File: config.mk
export PLATFORM = sky130hd
export DESIGN_NAME = power_mode_sequencer
export DESIGN_NICKNAME = d
export VERILOG_FILES = /design/src/rtl/iot_sensor_pkg.sv /design/src/rtl/pwr_wake_timer.sv /design/src/rtl/power_mode_sequencer.sv
export SDC_FILE = /design/constraint.sdc
export NUM_CORES = 1
export LEC_CHECK = 0
export CAP_MARGIN = 10
export CORE_UTILIZATION = 48
export CTS_CLUSTER_DIAMETER = 120
export CTS_CLUSTER_SIZE = 25
export DETAILED_ROUTE_END_ITERATION = 7
export PLACE_DENSITY = 0.92
export SKIP_LAST_GASP = 1
export SYNTH_ARGS = -nofsm -noshare
export SYNTH_HDL_FRONTEND = slang
export SYNTH_HIERARCHICAL = 1
export SYNTH_SLANG_ARGS = --single-unit
File: constraint.sdc
create_clock -name clk -period 4.25 [get_ports clk]
set_clock_uncertainty 0.2 [all_clocks]
set_input_delay 0.85 -clock clk [delete_from_list [all_inputs] [get_ports clk]]
set_output_delay 0.85 -clock clk [all_outputs]
set_load 0.005 [all_outputs]
File: src/rtl/iot_sensor_pkg.sv
// Shared power-management types for the IoT sensor controller: power modes,
// sequencer states, mode-to-state map and default idle thresholds.
package iot_sensor_pkg;

    typedef enum logic [1:0] {
        PM_NORMAL = 2'b00,
        PM_LOW    = 2'b01,
        PM_SLEEP  = 2'b10,
        PM_DEEP   = 2'b11
    } power_mode_e;

    typedef enum logic {
        SEQ_RUN    = 1'b0,
        SEQ_SETTLE = 1'b1
    } seq_state_e;

    localparam logic [15:0] DEF_LOW_IDLE_THRESH   = 16'd1000;
    localparam logic [15:0] DEF_SLEEP_IDLE_THRESH = 16'd8000;
    localparam logic [15:0] DEF_DEEP_IDLE_THRESH  = 16'hF000;
    localparam logic [23:0] DEF_WAKE_PERIOD       = 24'd50000;
    localparam logic [3:0]  DEF_SETTLE_CYCLES     = 4'd8;

    // One-hot state the power controller reports for each mode; DEEP is all-off.
    function automatic logic [2:0] mode_to_state(input power_mode_e mode);
        logic [2:0] state;
        state = 3'b000;
        case (mode)
            PM_NORMAL: state = 3'b001;
            PM_LOW:    state = 3'b010;
            PM_SLEEP:  state = 3'b100;
            default:   state = 3'b000;
        endcase
        return state;
    endfunction

endpackage

File: src/rtl/pwr_wake_timer.sv
// Free-running period counter for sleep-mode wakeups: while enabled it emits a
// registered one-cycle pulse every WAKE_PERIOD cycles; disabled it holds at 0.
module pwr_wake_timer #(
    parameter logic [23:0] WAKE_PERIOD = 24'd50000
) (
    input  logic clk,
    input  logic rst_n,
    input  logic i_en,
    output logic o_pulse
);

    logic [23:0] r_cnt;
    logic        r_pulse;

    always_ff @(posedge clk or negedge rst_n) begin
        if (!rst_n) begin
            r_cnt   <= 24'd0;
            r_pulse <= 1'b0;
        end else if (!i_en) begin
            r_cnt   <= 24'd0;
            r_pulse <= 1'b0;
        end else if (r_cnt == WAKE_PERIOD - 24'd1) begin
            r_cnt   <= 24'd0;
            r_pulse <= 1'b1;
        end else begin
            r_cnt   <= r_cnt + 24'd1;
            r_pulse <= 1'b0;
        end
    end

    assign o_pulse = r_pulse;

endmodule

File: src/rtl/power_mode_sequencer.sv
// Arbitrates host requests, idle step-down and wakeups into the power_mode
// command, then checks the controller follows. Macro PWR_SEQ_TIMER_WAKE_EN adds the sleep wake timer.
module power_mode_sequencer
    import iot_sensor_pkg::*;
#(
    parameter logic [15:0] LOW_IDLE_THRESH   = DEF_LOW_IDLE_THRESH,
    parameter logic [15:0] SLEEP_IDLE_THRESH = DEF_SLEEP_IDLE_THRESH,
    parameter logic [15:0] DEEP_IDLE_THRESH  = DEF_DEEP_IDLE_THRESH,
    parameter logic [23:0] WAKE_PERIOD       = DEF_WAKE_PERIOD,
    parameter logic [3:0]  SETTLE_CYCLES     = DEF_SETTLE_CYCLES
) (
    input  logic        clk,
    input  logic        rst_n,
    input  logic        global_enable,
    input  logic [15:0] idle_counter,
    input  logic [2:0]  power_state,
    input  logic        system_wakeup,
    input  logic        auto_en,
    input  logic        host_req_valid,
    input  logic [1:0]  host_req_mode,
    output logic        host_req_ready,
    output logic [1:0]  power_mode,
    output logic        timer_wakeup,
    output logic        mode_changed,
    output logic [7:0]  wake_count,
    output logic        state_mismatch,
    output logic        seq_busy
);

    // Host handshake: a request is taken in any cycle where host_req_valid and
    // host_req_ready are both high; the host holds valid and mode until then.
    seq_state_e  r_state;
    power_mode_e r_cur_mode;
    logic [3:0]  r_settle_cnt;
    logic        r_wake_pending;
    logic        r_rearm;
    logic        r_mode_changed;
    logic        r_mismatch;
    logic [7:0]  r_wake_count;

    logic        w_run;
    logic        w_ready;
    logic        w_low_power;
    logic        w_wake_svc;
    logic        w_host_fire;
    logic        w_auto_step;
    logic [15:0] w_step_thresh;

    assign w_run       = (r_state == SEQ_RUN);
    assign w_ready     = rst_n & w_run & global_enable & ~r_wake_pending & ~system_wakeup;
    assign w_low_power = (r_cur_mode == PM_SLEEP) || (r_cur_mode == PM_DEEP);
    assign w_wake_svc  = (system_wakeup | r_wake_pending) & w_low_power;
    assign w_host_fire = host_req_valid & w_ready;

    always_comb begin
        w_step_thresh = DEEP_IDLE_THRESH;
        case (r_cur_mode)
            PM_NORMAL: w_step_thresh = LOW_IDLE_THRESH;
            PM_LOW:    w_step_thresh = SLEEP_IDLE_THRESH;
            default:   w_step_thresh = DEEP_IDLE_THRESH;
        endcase
    end

    assign w_auto_step = auto_en & r_rearm & (r_cur_mode != PM_DEEP) &
                         (idle_counter >= w_step_thresh);

    always_ff @(posedge clk or negedge rst_n) begin
        if (!rst_n) begin
            r_state        <= SEQ_RUN;
            r_cur_mode     <= PM_NORMAL;
            r_settle_cnt   <= 4'd0;
            r_wake_pending <= 1'b0;
            r_rearm        <= 1'b1;
            r_mode_changed <= 1'b0;
            r_mismatch     <= 1'b0;
            r_wake_count   <= 8'd0;
        end else begin
            r_mode_changed <= 1'b0;
            if (!global_enable) begin
                r_state        <= SEQ_RUN;
                r_cur_mode     <= PM_NORMAL;
                r_mode_changed <= (r_cur_mode != PM_NORMAL);
                r_settle_cnt   <= 4'd0;
                r_wake_pending <= 1'b0;
            end else begin
                case (r_state)
                    SEQ_RUN: begin
                        // Any pending wake is either serviced now or stale.
                        r_wake_pending <= 1'b0;
                        if (w_wake_svc) begin
                            r_cur_mode     <= PM_NORMAL;
                            r_mode_changed <= 1'b1;
                            r_rearm        <= 1'b0;
                            r_state        <= SEQ_SETTLE;
                            r_settle_cnt   <= SETTLE_CYCLES - 4'd1;
                            if (r_wake_count != 8'hFF) begin
                                r_wake_count <= r_wake_count + 8'd1;
                            end
                        end else if (w_host_fire) begin
                            if (host_req_mode != r_cur_mode) begin
                                r_cur_mode     <= power_mode_e'(host_req_mode);
                                r_mode_changed <= 1'b1;
                                r_state        <= SEQ_SETTLE;
                                r_settle_cnt   <= SETTLE_CYCLES - 4'd1;
                            end
                        end else if (w_auto_step) begin
                            r_cur_mode     <= power_mode_e'(r_cur_mode + 2'd1);
                            r_mode_changed <= 1'b1;
                            r_state        <= SEQ_SETTLE;
                            r_settle_cnt   <= SETTLE_CYCLES - 4'd1;
                        end
                    end
                    SEQ_SETTLE: begin
                        if (system_wakeup) begin
                            r_wake_pending <= 1'b1;
                        end
                        if (r_settle_cnt == 4'd0) begin
                            r_state <= SEQ_RUN;
                            if (power_state != mode_to_state(r_cur_mode)) begin
                                r_mismatch <= 1'b1;
                            end
                        end else begin
                            r_settle_cnt <= r_settle_cnt - 4'd1;
                        end
                    end
                    default: r_state <= SEQ_RUN;
                endcase
            end
            // A low idle level re-arms step-down and overrides the clear on wake.
            if (idle_counter < LOW_IDLE_THRESH) begin
                r_rearm <= 1'b1;
            end
        end
    end

`ifdef PWR_SEQ_TIMER_WAKE_EN
    logic w_timer_en;
    logic w_timer_pulse;

    assign w_timer_en = global_enable & w_run & (r_cur_mode == PM_SLEEP);

    pwr_wake_timer #(
        .WAKE_PERIOD (WAKE_PERIOD)
    ) u_wake_timer (
        .clk     (clk),
        .rst_n   (rst_n),
        .i_en    (w_timer_en),
        .o_pulse (w_timer_pulse)
    );

    assign timer_wakeup = w_timer_pulse;
`else
    assign timer_wakeup = 1'b0;
`endif

    assign host_req_ready = w_ready;
    assign power_mode     = r_cur_mode;
    assign mode_changed   = r_mode_changed;
    assign wake_count     = r_wake_count;
    assign state_mismatch = r_mismatch;
    assign seq_busy       = (r_state == SEQ_SETTLE);

endmodule

==> out/qor.yml <==
yosys_register_bits: 19
synth_enable_flop_cells: 0
tritoncts: "done"
post_drt_wl_per_cell_um: 15.35
synth_common_cells: "sky130_fd_sc_hd__ha_1 (21), sky130_fd_sc_hd__dfrtp_1 (18), sky130_fd_sc_hd__nand2_1 (16)"
grt_met2_use_pct: 42.02
most_frequent_cell_after_synthesis: "sky130_fd_sc_hd__ha_1"
power_report.internal_total_mw: 0.4158
met1_usage_pct: 27.71
postSynthAreaPerCell_um2: 9.332
setup_repair_after_global_routing_missed_its_margin: "no"
cts-root-to-sink-buffers: 2
initial_antenna_violation_count: 0
clock_transition_at_the_register_clock_pins_on_the_worst_setup_and_hold_paths_after_cts_ns: 0.11
leading_register_cell_type_out_of_synthesis: "sky130_fd_sc_hd__dfrtp_1"
hold_buffers: 0
detail_route.vias_per_cell: 5.861
grt_max_degree: 22
h_tree_levels: 1
setup_violations: 0
fin_util_pct: 68.02
timing.slew.headroom_pct: 57.82
grt.busiest_layer: "met2"
critical_path.endpoint_type: "output pin"
cp.arrival_ns: 2.50
clock_tree.root_cell: "sky130_fd_sc_hd__clkbuf_4"
post-layout-total-power_mw: 0.6818
finish.instance_area_um2: 1924
tritoncts.num_buffers: 3
number_of_port_buffers: 40
routed_wl_um: 3530
first_iter_violations: 69
max-vdd-ir-drop_mv: 0.2054
p_sw_mw: 0.2660
pwr-share-clk_pct: 13.9
place_congestion: 0.7960
yosysTopAreaCellShare_pct: 30.74
grt_usage_pct: 23.42
swShare_pct: 39.01
cts_repair_resize_count: 0
failing_checks: "design-rule violations"
final_hold_viol_count: 0
cts_sinks: 19
gr-usage-met3_pct: 6.122
globalRoute.totalOverflow: 0
detailed_place.area_um2: 1897
cts_setup_buffers: 0
floorplan.core_area_um2: 2829
area.growth.synth_to_final_pct: 31.34
n_antenna_cell: 0
max_clock_freq_mhz: 282.1
synth.top_cells.by_area: "sky130_fd_sc_hd__dfrtp_1 (31%), sky130_fd_sc_hd__ha_1 (18%), sky130_fd_sc_hd__xnor2_1 (4.2%)"
fin_crit_share_pct: 83.42
num-fill-cells: 220
yosys.cell_types.count: 46
rows: 19
detail_route.drc_violations: 5
powerDensity_nw_per_um2: 354.3
final_layout_size_suffix_gt1_share_pct: 7.035
pwr-share-comb_pct: 48.0
yosysSeqAreaShare_pct: 32.54
run_status: "complete, but fails checks"
postSynthCellCount: 157
timing.reg2reg.setup_slack_ns: 0.79
place.detailed.hpwl_um: 2832
total_die_area_um2: 3278
min_clock_period_post_route_ns: 3.545
hold_path.class: "register to register"
floorplan.initialDensity_pct: 51.79
grt_pass1_vias: 1342
synth.cell_area_um2: 1465
max_slew.worst_pin.slew_ns: 0.6273
grt_pass1_wl_um: 5913
worstPathMaxFanout: 15
max_cap_violations: 0
yosysWarningCount: 6
ant_nets: 0
drt_pass1_iterations: 7
total_leakage_power_nw: 0.8858
yosysTopAreaCell: "sky130_fd_sc_hd__dfrtp_1"
fp.dieH_um: 57.25
pwr-share-seq_pct: 38.2
synth_async_sr_flop_share_pct: 100.0
synthesis.nets: 205
die-width_um: 57.25
timing.setup.critical_path_class: "input pin to output pin"
slew_violations: 0
startpoint_type: "input pin"
io_pins: 42
timing.setup.tns_ns: 0
num-nets-final: 248
cp_data_required_time_ns: 3.20
num_vias: 1348
clock_insertion_delay_worst_skew_ns: 0.31
-- cell type report --
class / instances / area [um2] / area share, %
Multi-Input combinational cell: 125 / 935.9 / 48.63
Sequential cell: 19 / 476.7 / 24.77
Timing Repair Buffer: 41 / 407.9 / 21.20
Tap cell: 31 / 38.79 / 2.016
Inverter: 10 / 37.54 / 1.951
Clock buffer: 3 / 22.52 / 1.170
Clock inverter: 1 / 5.005 / 0.2601
-- state kept, by name, indices dropped and copies added, names as in the netlist --
register / count
mode_changed: 1
wake_count: 8
r_settle_cnt: 4
seq_busy: 1
r_wake_pending: 1
state_mismatch: 1
r_rearm: 1
power_mode: 2
-- cell usage in the layout (no fill, tap or decap), types with 2 or more instances in the layout --
cell type                         count
sky130_fd_sc_hd__clkdlybuf4s50_1     40
sky130_fd_sc_hd__ha_1                21
sky130_fd_sc_hd__dfrtp_1             18
sky130_fd_sc_hd__nand2_1             16
sky130_fd_sc_hd__inv_1               10
sky130_fd_sc_hd__nor2_1               9
sky130_fd_sc_hd__nand3_1              8
sky130_fd_sc_hd__a21oi_1              8
sky130_fd_sc_hd__xnor2_1              7
sky130_fd_sc_hd__nand4_1              5
sky130_fd_sc_hd__xor2_1               5
sky130_fd_sc_hd__and3_1               3
sky130_fd_sc_hd__nand4b_1             3
sky130_fd_sc_hd__o21ai_0              3
sky130_fd_sc_hd__a31oi_1              3
sky130_fd_sc_hd__clkbuf_4             3
sky130_fd_sc_hd__or2_2                2
sky130_fd_sc_hd__or3_1                2
sky130_fd_sc_hd__nor3_1               2
sky130_fd_sc_hd__o211a_1              2
sky130_fd_sc_hd__or4_1                2
-- logic make-up after synthesis --
kind of cell | Yosys count | synth area share [%]
fa+ha+maj | 21 | 17.93
mux | 2 | 1.452
simple gates | 60 | 22.29
compound gates | 29 | 14.77
buf+inv | 13 | 3.587
flops | 19 | 32.54
xor+xnor | 12 | 7.173
other cells | 1 | 0.2559
-- path summary, 6_finish.rpt --
path	startpoint	endpoint	depth (start not counted)
max	global_enable	host_req_ready	4
min	state_mismatch	state_mismatch	1
max reg2reg	power_mode[0]	power_mode[1]	10
min reg2reg	state_mismatch	state_mismatch	1
max in group asynchronous	rst_n	r_rearm	2
min in group asynchronous	rst_n	wake_count[0]	2
-- critical path, stage by stage --
cell                              delay [ns]
sky130_fd_sc_hd__clkdlybuf4s50_1        0.75
sky130_fd_sc_hd__and2b_1                0.23
sky130_fd_sc_hd__and3_1                 0.17
sky130_fd_sc_hd__clkdlybuf4s50_1        0.50
-- through the flow --
step	instances	hold slack (ns)	setup slack, ns
3_3_place_gp	226	0.2702	0.7601
5_1_grt	230	0.3122	0.6164
3_5_place_dp	226	0.2583	0.7228
6_report	230	0.2909	0.7047
4_1_cts	230	0.3004	0.7227
2_1_floorplan	157	0.2558	1.193
-- metal layers --
metal  share of wire (%)  vias up
met5                   0        -
met4                0.93        0
met3                 4.4        6
met2                  52       41
met1                  43      643
li1                    -      658
-- power by group through the flow --
stage               combinational, mW  sequential (mW)  clock [mW]
finish                          0.327            0.260      0.0945
global placement                0.299            0.259           0
CTS                             0.326            0.260      0.0970
detailed placement              0.324            0.263           0
global route                    0.366            0.267      0.0997
floorplan                       0.204            0.249           0
(Power assumes the default switching activity.)
